==> src/rtl/remote_pkg.sv <==
// Shared definitions for both ends of the remote command link:
// receive FSM states, default timing constants and response codes.
package remote_pkg;

   typedef enum logic {HIGH = 1'b0, LOW = 1'b1} rx_state_t;

   localparam int BYTE_TO_DEFAULT  = 1 << 20;
   localparam int BAUD_DIV_DEFAULT = 2604;

   localparam logic [7:0] RESP_ACK = 8'hA5;
   localparam logic [7:0] RESP_POS = 8'h5A;

endpackage

==> src/rtl/UART.sv <==
// 8N1 UART transceiver with independent transmit and receive paths.
// BAUD_DIV is the number of clk cycles per serial bit.
module UART #(
   parameter int BAUD_DIV = 2604
) (
   input  logic       clk,
   input  logic       rst_n,
   input  logic       RX,
   output logic       TX,
   output logic       rx_rdy,
   output logic [7:0] rx_data,
   input  logic       clr_rx_rdy,
   input  logic       trmt,
   input  logic [7:0] tx_data,
   output logic       tx_done
);

   localparam int BW = $clog2(BAUD_DIV);

   logic          tx_busy;
   logic [BW-1:0] tx_baud;
   logic [3:0]    tx_bits;
   logic [9:0]    tx_shift;

   logic          rx_ff1, rx_ff2;
   logic          rx_busy;
   logic [BW-1:0] rx_baud;
   logic [3:0]    rx_bits;
   logic [9:0]    rx_shift;

   // Line idles on the all-ones shift register, so TX stays high outside a frame.
   assign TX      = tx_shift[0];
   assign rx_data = rx_shift[8:1];

   // Transmit: load {stop, data, start} and shift out LSB first.
   always_ff @(posedge clk or negedge rst_n) begin
      if (!rst_n) begin
         tx_busy  <= 1'b0;
         tx_baud  <= '0;
         tx_bits  <= 4'd0;
         tx_shift <= 10'h3FF;
         tx_done  <= 1'b0;
      end else if (trmt) begin
         tx_shift <= {1'b1, tx_data, 1'b0};
         tx_busy  <= 1'b1;
         tx_baud  <= '0;
         tx_bits  <= 4'd0;
         tx_done  <= 1'b0;
      end else if (tx_busy) begin
         if (tx_baud == BW'(BAUD_DIV - 1)) begin
            tx_baud  <= '0;
            tx_shift <= {1'b1, tx_shift[9:1]};
            tx_bits  <= tx_bits + 4'd1;
            if (tx_bits == 4'd9) begin
               tx_busy <= 1'b0;
               tx_done <= 1'b1;
            end
         end else begin
            tx_baud <= tx_baud + BW'(1);
         end
      end
   end

   // Receive: synchronise RX, then sample start, 8 data and stop bits at mid-bit.
   always_ff @(posedge clk or negedge rst_n) begin
      if (!rst_n) begin
         rx_ff1   <= 1'b1;
         rx_ff2   <= 1'b1;
         rx_busy  <= 1'b0;
         rx_baud  <= '0;
         rx_bits  <= 4'd0;
         rx_shift <= 10'h000;
         rx_rdy   <= 1'b0;
      end else begin
         rx_ff1 <= RX;
         rx_ff2 <= rx_ff1;
         if (clr_rx_rdy)
            rx_rdy <= 1'b0;
         if (!rx_busy) begin
            if (!rx_ff2) begin
               rx_busy <= 1'b1;
               rx_baud <= BW'(BAUD_DIV / 2);
               rx_bits <= 4'd0;
            end
         end else if (rx_baud == '0) begin
            rx_shift <= {rx_ff2, rx_shift[9:1]};
            rx_baud  <= BW'(BAUD_DIV - 1);
            rx_bits  <= rx_bits + 4'd1;
            if (rx_bits == 4'd9) begin
               rx_busy <= 1'b0;
               rx_rdy  <= 1'b1;
            end
         end else begin
            rx_baud <= rx_baud - BW'(1);
         end
      end
   end

endmodule

==> src/rtl/uart_cmd_wrapper.sv <==
// Robot-side command link endpoint: reassembles two received bytes into a
// 16-bit command with a ready/clear handshake and forwards response bytes.
import remote_pkg::*;

module uart_cmd_wrapper #(
   parameter int BYTE_TO  = BYTE_TO_DEFAULT,
   parameter int BAUD_DIV = BAUD_DIV_DEFAULT
) (
   input  logic        clk,
   input  logic        rst_n,
   input  logic        RX,
   output logic        TX,
   output logic [15:0] cmd,
   output logic        cmd_rdy,
   input  logic        clr_cmd_rdy,
   input  logic        trmt,
   input  logic [7:0]  resp,
   output logic        tx_done
);

   localparam int TW = $clog2(BYTE_TO);

   logic          rx_rdy;
   logic [7:0]    rx_data;
   logic          clr_rx_rdy;
   logic          set_cmd_rdy;
   logic          msb_cap;
   logic [7:0]    cmd_hi, cmd_lo;
   logic [TW-1:0] tmo_cnt;
   rx_state_t     state;

   UART #(.BAUD_DIV(BAUD_DIV)) u_uart (
      .clk        (clk),
      .rst_n      (rst_n),
      .RX         (RX),
      .TX         (TX),
      .rx_rdy     (rx_rdy),
      .rx_data    (rx_data),
      .clr_rx_rdy (clr_rx_rdy),
      .trmt       (trmt),
      .tx_data    (resp),
      .tx_done    (tx_done)
   );

   // Every received byte is consumed in the cycle it is seen, in either state.
   assign clr_rx_rdy  = rx_rdy;
   assign msb_cap     = (state == HIGH) && rx_rdy;
   assign set_cmd_rdy = (state == LOW) && rx_rdy;
   assign cmd         = {cmd_hi, cmd_lo};

   // Byte-framing FSM with inter-byte timeout; cmd_rdy is an SR flop where set wins.
   always_ff @(posedge clk or negedge rst_n) begin
      if (!rst_n) begin
         state   <= HIGH;
         cmd_hi  <= 8'h00;
         cmd_lo  <= 8'h00;
         cmd_rdy <= 1'b0;
         tmo_cnt <= '0;
      end else begin
         if (set_cmd_rdy)
            cmd_rdy <= 1'b1;
         else if (clr_cmd_rdy || msb_cap)
            cmd_rdy <= 1'b0;
         else
            cmd_rdy <= cmd_rdy;

         case (state)
            HIGH: begin
               if (rx_rdy) begin
                  cmd_hi  <= rx_data;
                  tmo_cnt <= '0;
                  state   <= LOW;
               end
            end
            LOW: begin
               if (rx_rdy) begin
                  cmd_lo <= rx_data;
                  state  <= HIGH;
               end else if (tmo_cnt == TW'(BYTE_TO - 1)) begin
                  // Drop the orphaned MSB so the next byte is treated as a new frame.
                  state <= HIGH;
               end else begin
                  tmo_cnt <= tmo_cnt + TW'(1);
               end
            end
            default: state <= HIGH;
         endcase
      end
   end

endmodule

==> config.mk <==
export PLATFORM = sky130hd
export DESIGN_NAME = uart_cmd_wrapper
export DESIGN_NICKNAME = d
export VERILOG_FILES = /design/src/rtl/remote_pkg.sv /design/src/rtl/UART.sv /design/src/rtl/uart_cmd_wrapper.sv
export SDC_FILE = /design/constraint.sdc
export NUM_CORES = 1
export LEC_CHECK = 0
export ABC_AREA = 1
export CELL_PAD_IN_SITES_DETAIL_PLACEMENT = 1
export CELL_PAD_IN_SITES_GLOBAL_PLACEMENT = 1
export CORE_UTILIZATION = 45
export DETAILED_ROUTE_END_ITERATION = 8
export PLACE_DENSITY = 0.83
export SLEW_MARGIN = 20
export SYNTH_ARGS = -nofsm -noshare
export SYNTH_HDL_FRONTEND = slang
export SYNTH_SLANG_ARGS = --single-unit
==> constraint.sdc <==
create_clock -name clk -period 1.8 [get_ports clk]
set_clock_uncertainty 0.05 [all_clocks]
set_input_delay 0.54 -clock clk [delete_from_list [all_inputs] [get_ports clk]]
set_output_delay 0.54 -clock clk [all_outputs]
set_load 0.1 [all_outputs]
==> run_results.csv, run 1 <==
group,metric,value,unit
clock_tree,tritoncts,"yes",
setup_path,cp.arrival,2.02,ns
synth,synth_fp_nets,619,
global_routing,antenna_found_initial,0,
clock_tree,cts.hold.buffers_added,0,
global_routing,grt_overflow,0,
clock_tree,clock_path_buffers,2,
final_layout,n_antenna_cell,0,
global_routing,grt_pass1_vias,4737,
clock_tree,cts_sinks,94,
setup_path,reg2reg_depth,8,
timing,setup_ws,0.0359,ns
clock_tree,clk_latency,0.39,ns
clock_tree,clock-root-buffer,"clkbuf_8",
timing,setup_viol,0,
timing,whs,0.00739,ns
placement,dpl.hpwl,9960,µm
synth,syn_area,4950,µm²
setup_path,crit_chain,"ha_2 > inv_1 > nor3_4 > nand3_2 > nand2_2 > nand2_2 > buf_4 > o21ai_1",
setup_path,crit_start,"u_uart.tx_baud[1]",
setup_path,critPathMostFrequentCell,"nand2_2",
setup_path,cp.required,2.05,ns
clock_tree,cts_buffers,9,
global_routing,grt_use_total,25.9,%
job,cap_violations,0,
timing,slew_violations,0,
floorplan,dieHeight,107,µm
detailed_routing,dr.first_iter.drc_count,151,
synth,yosysSeqAreaShare,47.8,%
synth,synth_top_cell_by_area,"dfrtp_1",
setup_path,critical-path-slowest-cell,"dfrtp_1",
synth,ys.flop_type,"dfrtp_1",
synth,async_flop_share,100,%
synth,synth_warnings,0,
detailed_routing,drc_errors,0,
setup_path,slowest_delay,0.40,ns
setup_path,r2r-start,"u_uart.tx_baud[1]",
timing,relSlewSlack,67.3,%
global_routing,grt_max_degree,33,
setup_path,crit_fanout,14,
clock_tree,path_clk_slew,0.11,ns
setup_path,crit_type,"flip-flop to flip-flop",
clock_tree,htree_levels,3,
floorplan,std_cell_rows,37,
floorplan,io-pin-count,32,
synth,yosysUniqueCellTypes,41,
outcome,outcome,"finished, final reports clean",
pwr,power_leakage,2.82,nW
floorplan,start_util,47.1,%
timing,max_freq,567,MHz
detailed_routing,via_per_inst,5.47,
synth,synth_cells,596,
timing,period_share,98.0,%
synth,ys_ff_latch,94,
detailed_routing,wl_met2,7750,µm
setup_path,reg2reg_slack,0.04,ns
timing,setup_tns,0,ns
detailed_routing,m1WireLength,5840,µm
detailed_routing,top_layer,"met4",
placement,port_buffers,31,
floorplan,die_w,107,µm
setup_path,crit_path_start_kind,"flip-flop",
detailed_routing,vias,4441,
pwr,p_per_area,671,nW/µm²
pwr,irDropWorstVdd,0.000343,V
detailed_routing,totalWireLength,14300,µm
timing,worstMarginPinSlew,0.490,ns
detailed_routing,wl_met3,410,µm
setup_path,reg2reg_to,"u_uart.tx_shift[0]",
final_layout,syn2layout_area_growth,24.5,%
detailed_routing,wire_per_inst,17.6,µm
synth,synth_edf_count,0,
synth,yosys.area.top_type_share,42.0,%
placement,dpl_worst_slack,-0.209,ns
floorplan,core_area,10500,µm²
final_layout,layout.nets,694,
worst_hold_path,worst_hold_path_type,"primary input to async pin",
final_layout,drive_gt1_share,21.6,%
setup_path,critPathCaptureType,"flip-flop",
synth,avgSynthCellArea,8.30,µm²
synth,synth_area_leaders,"dfrtp_1 42%, nand2_1 12%, dfstp_2 5.8%, inv_1 4.6%, nor2_1 3.8%",
floorplan,die_area,11400,µm²
detailed_routing,drtAntennaViolNets,0,
global_routing,grt_pass1_wl,23000,µm
timing,final_hold_viol_count,0,
final_layout,n_fill_cell,1250,
placement,gp_congestion,0.846,
detailed_routing,firstDrtPassIters,4,
timing,fin_crit,1.76,ns
cells by family after synthesis:
group	synth area share [%]
buf+inv	7.20
fa+ha+maj	2.53
compound gates	10.2
simple gates	27.9
flops	47.8
mux	1.42
xor+xnor	3.01
area by class of cell:
cell class	instances	area, µm²	share of cell area, %
Clock buffer	9	124	2.01
Clock inverter	7	80.1	1.30
Inverter	63	236	3.84
Multi-Input combinational cell	425	2300	37.3
Sequential cell	94	2370	38.4
Tap cell	136	170	2.76
Timing Repair Buffer	78	888	14.4
report_power, final:
| part | total (mW) | internal, mW | switching, mW |
|---|---|---|---|
| logic | 0.355 | 0.150 | 0.205 |
| clock network | 1.53 | 0.663 | 0.866 |
| registers | 2.25 | 2.19 | 0.0567 |
layer usage:
metal	vias to the layer above	global-route usage [%]
met5	-	0
met4	0	10.5
met3	26	2.86
met2	79	48.0
met1	2255	30.2
li1	2081	-
critical path: cells and delay by family, from the launching register on:
kind	cells	cell delay, ns
AND/OR/NAND/NOR	4	0.55
flip-flops	1	0.40
buffers and inverters	2	0.28
adder cells (fa/ha/maj)	1	0.24
AO/OA/AOI/OAI	1	0.17
registers in the layout (all words and copies together), names as in the netlist, 8 cells and up:
| signal | count |
|---|---|
| tmo_cnt | 20 |
| cmd_lo | 8 |
| u_uart.rx_baud | 12 |
| u_uart.tx_shift | 9 |
| u_uart.rx_shift | 9 |
| cmd_hi | 8 |
| u_uart.tx_baud | 12 |
metrics by stage:
step                      area, µm²  power, mW  util, %  cells
final                          6160       4.13     58.6    812
after global placement         5850       2.56     55.7    790
after CTS                      6080       4.09     57.8    806
after floorplan                4950       2.43        -    596
after global routing           6160       4.26     58.6    812
after detailed placement       5850       2.60     55.7    790
cell usage in the layout, fill, tap and decap left out, types with 2 or more instances in the layout:
master,n
a21oi_1,8
and3_1,3
buf_12,22
buf_4,45
clkbuf_8,9
clkdlybuf4s50_1,11
dfrtp_1,83
dfstp_2,11
ha_1,9
inv_1,61
inv_2,2
inv_6,2
mux2i_1,7
nand2_1,158
nand2_2,9
nand2_4,2
nand3_1,35
nand3_2,2
nand4_1,13
nor2_1,47
nor2_2,5
nor2_4,4
nor3_1,10
nor3_2,2
o211ai_1,3
o21ai_0,36
o21ai_1,18
o21ai_2,12
o21bai_1,3
o22ai_1,4
or2_2,7
xnor2_1,2
xor2_1,15
how the worst max path moves through the flow:
stage,endpoint,slack (ns),depth (start not counted)
floorplan,tmo_cnt[13],0.22,8
global placement,u_uart.tx_baud[8],-0.1,8
detailed placement,u_uart.tx_baud[8],-0.21,9
CTS,u_uart.rx_shift[2],0.006,7
global route,u_uart.rx_shift[4],-0.07,8
finish,u_uart.tx_shift[0],0.04,8
Yosys cell counts (2+ instances only):
cell and instances:
mux2i_1 7, nand4_1 13, buf_6 4, xnor2_1 2
buf_1 2, nor2_4 2, inv_2 2, nand3_1 36
a21oi_1 8, or2_2 7, o211ai_1 3, inv_1 61
clkbuf_1 2, dfrtp_1 83, dfstp_2 11, and3_1 3
o21ai_0 37, nor2_2 4, ha_1 10, nor2_1 50
xor2_1 15, o21ai_2 12, o21ai_1 18, o21bai_1 3
nor3_1 12, nand2_2 9, nand2_4 2, nand2_1 158
buf_2 5, o22ai_1 4
what timing repair did:
item / in CTS / in global routing
gates resized for setup: 6 / 8
pin swaps: 0 / 1
setup endpoints to repair: 36 / 38
buffers inserted: 0 / 5
cloned: 0 / 1
(Power assumes the default switching activity.)
==> run 2: changes to the inputs <==
--- a/config.mk
+++ b/config.mk
@@ -8,7 +8,9 @@
 export ABC_AREA = 1
 export CELL_PAD_IN_SITES_DETAIL_PLACEMENT = 1
 export CELL_PAD_IN_SITES_GLOBAL_PLACEMENT = 1
+export CORE_MARGIN = 2
 export CORE_UTILIZATION = 45
+export CTS_CLUSTER_DIAMETER = 200
 export DETAILED_ROUTE_END_ITERATION = 8
 export PLACE_DENSITY = 0.83
 export SLEW_MARGIN = 20
==> run 2 against run 1 <==
  * Largest power group unchanged
  * Combinational power fell by 11%
  * Register-to-register slack better by 0.06 ns
  * Hold slack improved by 0.0093 ns
  * First-iteration DRC count up 21%
  * Global-route usage is 0.60 points lower
  * Final area is 0.12% higher
==> run_results.csv, run 2 (same netlist as run 1, synthesis figures left out) <==
group,metric,value,unit
outcome,outcome,"finished, final reports clean",
detailed_routing,dr.first_iter.drc_count,183,
placement,port_buffers,31,
setup_path,cp.required,2.01,ns
placement,gp_congestion,0.859,
setup_path,crit_fanout,26,
placement,dpl.hpwl,10100,µm
timing,fin_crit,1.71,ns
timing,max_freq,586,MHz
worst_hold_path,worst_hold_path_type,"primary input to async pin",
final_layout,reg.largest.list,"tmo_cnt (20), u_uart.rx_baud (12), u_uart.tx_baud (12)",
detailed_routing,wl_met3,261,µm
global_routing,grt_pass1_wl,23100,µm
clock_tree,clk_latency,0.37,ns
floorplan,core_area,10800,µm²
final_layout,drive_gt1_share,20.8,%
clock_tree,cts_sinks,94,
timing,setup_ws,0.0948,ns
setup_path,critPathMostFrequentCell,"nand2_2",
pwr,power_leakage,2.84,nW
detailed_routing,drtAntennaViolNets,0,
pwr,p_per_area,670,nW/µm²
final_layout,design_area,6170,µm²
clock_tree,cts_buffers,9,
timing,whs,0.0167,ns
setup_path,crit_path_start_kind,"flip-flop",
placement,dpl_worst_slack,-0.263,ns
floorplan,die_w,109,µm
clock_tree,htree_levels,3,
pwr,power,4.13,mW
final_layout,largest_reg_flops,20,
detailed_routing,totalWireLength,13900,µm
global_routing,grt_overflow,0,
placement,placed_cell_area,5880,µm²
final_layout,layout.nets,696,
clock_tree,clock_path_buffers,2,
setup_path,crit_chain,"ha_1 > inv_1 > nor3_1 > nand3_1 > nand2_2 > nand2_2 > buf_12 > nand2_1 > o21ai_1",
setup_path,slowest_delay,0.39,ns
final_layout,syn2layout_area_growth,24.6,%
setup_path,reg2reg_depth,9,
detailed_routing,via_per_inst,5.34,
timing,setup_viol,0,
setup_path,cp.arrival,1.92,ns
clock_tree,clock-root-buffer,"clkbuf_8",
final_layout,final_cell_mix,"158 x nand2_1, 83 x dfrtp_1, 61 x inv_1, 47 x nor2_1, 47 x buf_4",
setup_path,cp.depth,9,
detailed_routing,drc_errors,0,
global_routing,grt_use_total,25.3,%
detailed_routing,wire_per_inst,17.0,µm
detailed_routing,m1WireLength,5750,µm
floorplan,io-pin-count,32,
timing,worstMarginPinSlew,0.496,ns
setup_path,crit_type,"flip-flop to flip-flop",
detailed_routing,vias,4372,
final_layout,top_register,"tmo_cnt",
global_routing,grt_max_degree,29,
floorplan,std_cell_rows,38,
setup_path,critical-path-slowest-cell,"dfrtp_1",
clock_tree,tritoncts,"yes",
final_layout,n_antenna_cell,0,
detailed_routing,top_layer,"met4",
floorplan,dieHeight,109,µm
timing,relSlewSlack,66.9,%
global_routing,grt_pass1_vias,4784,
floorplan,start_util,45.9,%
final_layout,final_common_cell,"nand2_1",
setup_path,critPathCaptureType,"flip-flop",
job,cap_violations,0,
timing,period_share,94.7,%
floorplan,die_area,11900,µm²
timing,slew_violations,0,
setup_path,path_delay_family,"simple AND/OR/NAND/NOR gates",
detailed_routing,wl_met2,7600,µm
setup_path,critPathBufInv,2,
detailed_routing,firstDrtPassIters,4,
timing,final_hold_viol_count,0,
global_routing,antenna_found_initial,0,
pwr,irDropWorstVdd,0.000373,V
clock_tree,path_clk_slew,0.09,ns
[run 2: cell type report]
cell class              count  area (µm²)
multi-input cells         424        2260
clock buffers              13         149
well taps                 140         175
fillers                  1304        4620
clock inverters             3        68.8
flip-flops and latches     94        2370
inverters                  63         236
repair buffers             81         917
[run 2: final timing paths]
check | start | endpoint | slack, ns
hold reg to reg | u_uart.rx_ff1 | u_uart.rx_ff2 | 0.32
min in group clk | u_uart.rx_ff1 | u_uart.rx_ff2 | 0.32
hold / removal | rst_n | u_uart.rx_shift[3] | 0.02
setup / recovery | u_uart.tx_baud[1] | u_uart.tx_bits[0] | 0.09
max in group asynchronous | rst_n | u_uart.rx_baud[3] | 1.10
setup reg to reg | u_uart.tx_baud[1] | u_uart.tx_bits[0] | 0.09
[run 2: per-stage QoR]
step | std cells | setup TNS (ns) | utilization, %
after floorplan | 596 | 0 | -
after global placement | 797 | -1.65 | 54.5
after detailed placement | 797 | -4.54 | 54.5
after CTS | 816 | 0 | 56.9
after global routing | 818 | -0.193 | 57.2
final | 818 | 0 | 57.2
[run 2: what timing repair did]
action / in CTS / in global routing
resized for setup: 4 / 5
setup endpoints to repair: 19 / 9
pin swaps: 1 / 3
setup buffers: 3 / 2
hold buffers: 0 / 0
[run 2: report_power, final]
group	internal [mW]	switching [mW]	leakage, nW
Combinational	0.130	0.185	1.51
Sequential	2.19	0.0517	1.23
Clock	0.826	0.744	0.108
[run 2: metal layers]
metal,track usage (%),vias up
met1,29.4,2228
li1,-,2077
met4,11.6,0
met3,2.69,18
met2,46.4,49
met5,0,-
==> run 3: changes to the inputs <==
--- a/config.mk
+++ b/config.mk
@@ -8,11 +8,12 @@
 export ABC_AREA = 1
 export CELL_PAD_IN_SITES_DETAIL_PLACEMENT = 1
 export CELL_PAD_IN_SITES_GLOBAL_PLACEMENT = 1
-export CORE_MARGIN = 2
 export CORE_UTILIZATION = 45
 export CTS_CLUSTER_DIAMETER = 200
 export DETAILED_ROUTE_END_ITERATION = 8
 export PLACE_DENSITY = 0.83
+export RECOVER_POWER = 100
+export SETUP_SLACK_MARGIN = 0.2
 export SLEW_MARGIN = 20
 export SYNTH_ARGS = -nofsm -noshare
 export SYNTH_HDL_FRONTEND = slang
==> run 3 against run 2 <==
  * The run now ends with negative setup slack left
  * Sequential share of layout area down 3.5 points
  * Via count up 15%
  * Non-clock buffer count up 26
  * Register-to-register slack worse by 0.14 ns
  * First-iteration DRC count up 93%
  * Combinational power up 66%
  * Worst setup slack worse by 0.14 ns
  * Power up 6.3%
  * Final area up 10%
  * Critical path type unchanged
  * Critical endpoint is now u_uart.tx_shift[1]
  * Largest power group unchanged
==> run_results.csv, run 3 (same netlist as run 1, synthesis figures left out) <==
group,metric,value,unit
timing,slew_violations,0,
detailed_routing,drtAntennaViolNets,0,
global_routing,grt_pass1_wl,24300,µm
clock_tree,clock-root-buffer,"clkbuf_8",
outcome,violations,"negative setup slack",
global_routing,grt_use_total,27.6,%
timing,period_share,102,%
detailed_routing,dr.first_iter.drc_count,353,
final_layout,top_register,"tmo_cnt",
final_layout,post-route-util,64.7,%
timing,setup_tns,-0.0681,ns
detailed_routing,wire_per_inst,24.1,µm
timing,final_hold_viol_count,0,
setup_path,crit_type,"flip-flop to flip-flop",
clock_tree,cts_buffers,9,
worst_hold_path,worst_hold_path_type,"primary input to async pin",
pwr,power_leakage,3.12,nW
floorplan,std_cell_rows,37,
detailed_routing,firstDrtPassIters,5,
global_routing,grt_overflow,0,
final_layout,n_antenna_cell,0,
setup_path,critPathCaptureType,"flip-flop",
floorplan,start_util,47.1,%
global_routing,grt_pass1_vias,4879,
placement,placed_cells,790,
floorplan,die_w,107,µm
final_layout,drive_gt1_share,33.8,%
placement,dpl.hpwl,9960,µm
job,cap_violations,0,
pwr,irDropWorstVdd,0.000381,V
final_layout,largest_reg_flops,20,
outcome,outcome,"complete, but fails checks",
setup_path,reg2reg_slack,-0.04,ns
detailed_routing,totalWireLength,20300,µm
final_layout,final_cells,844,
detailed_routing,via_per_inst,5.97,
global_routing,grt_max_degree,33,
pwr,power,4.39,mW
final_layout,layout.nets,726,
floorplan,die_area,11400,µm²
timing,rsz0062_at_grt,"yes",
final_layout,final_cell_mix,"137 x nand2_1, 81 x dfrtp_1, 58 x buf_4, 53 x inv_1, 39 x nor2_1",
clock_tree,tritoncts,"yes",
floorplan,io-pin-count,32,
setup_path,crit_path_start_kind,"flip-flop",
timing,max_freq,543,MHz
timing,setup_viol,5,
final_layout,final_common_cell,"nand2_1",
clock_tree,path_clk_slew,0.12,ns
global_routing,antenna_found_initial,0,
floorplan,dieHeight,107,µm
setup_path,cp.arrival,2.12,ns
clock_tree,htree_levels,3,
placement,dpl_worst_slack,-0.209,ns
final_layout,syn2layout_area_growth,37.4,%
detailed_routing,vias,5041,
floorplan,core_area,10500,µm²
clock_tree,clock_path_buffers,2,
placement,port_buffers,31,
placement,gp_congestion,0.846,
timing,setup_ws,-0.0407,ns
timing,fin_crit,1.84,ns
clock_tree,clk_latency,0.40,ns
final_layout,reg.largest.list,"tmo_cnt (20), u_uart.rx_baud (12), u_uart.tx_baud (12)",
timing,relSlewSlack,48.5,%
timing,worstMarginPinSlew,0.773,ns
detailed_routing,drc_errors,0,
setup_path,cp.required,2.07,ns
setup_path,crit_fanout,7,
pwr,p_per_area,645,nW/µm²
clock_tree,cts_sinks,94,
run 3: area by class of cell:
class	instances	area (µm²)
clock buffers	9	124
clock inverters	7	80.1
fillers	1170	3710
inverters	63	244
multi-input cells	427	2650
flip-flops and latches	94	2370
well taps	136	170
repair buffers	107	1160
repair inverters	1	5.00
run 3: stage by stage:
stage	hold slack [ns]	area, µm²
2_1_floorplan	0.194	4950
3_3_place_gp	0.300	5850
3_5_place_dp	0.302	5850
4_1_cts	0.0209	6230
5_1_grt	0.179	6800
6_report	0.140	6800
run 3: critical path, stage by stage, from the launching register on:
cell and delay (ns):
dfrtp_1 0.43, inv_1 0.12, nand2_1 0.09, nor3_2 0.26, nand3_1 0.19, nand2_2 0.15, nand2_4 0.12, clkbuf_16 0.21
o21ai_4 0.16
run 3: repair_timing:
item | CTS | global route
endpoints found under the hold margin | 0 | 0
gates cloned | 1 | 6
hold buffers | 0 | 0
resized for setup | 25 | 101
endpoints found under the setup margin | 68 | 83
buffers inserted | 10 | 21
pin swaps | 4 | 24
run 3: path summary, 6_finish.rpt:
kind / start / to / depth (start not counted)
min reg2reg: u_uart.rx_ff1 / u_uart.rx_ff2 / 0
max in group asynchronous: rst_n / tmo_cnt[2] / 2
min in group clk: u_uart.rx_ff1 / u_uart.rx_ff2 / 0
max reg2reg: u_uart.tx_baud[4] / u_uart.tx_shift[1] / 8
min: rst_n / cmd_hi[2] / 1
max: u_uart.tx_baud[4] / u_uart.tx_shift[1] / 8
run 3: per-layer routing:
metal	global-route usage, %	routed length, µm
met5	0	0
met4	11.4	1040
met3	3.40	933
met2	50.9	10900
met1	32.3	7500
run 3: power by group:
group	leakage [nW]	internal [mW]	switching, mW
Combinational	1.79	0.226	0.299
Sequential	1.23	2.20	0.0938
Clock	0.102	0.663	0.911
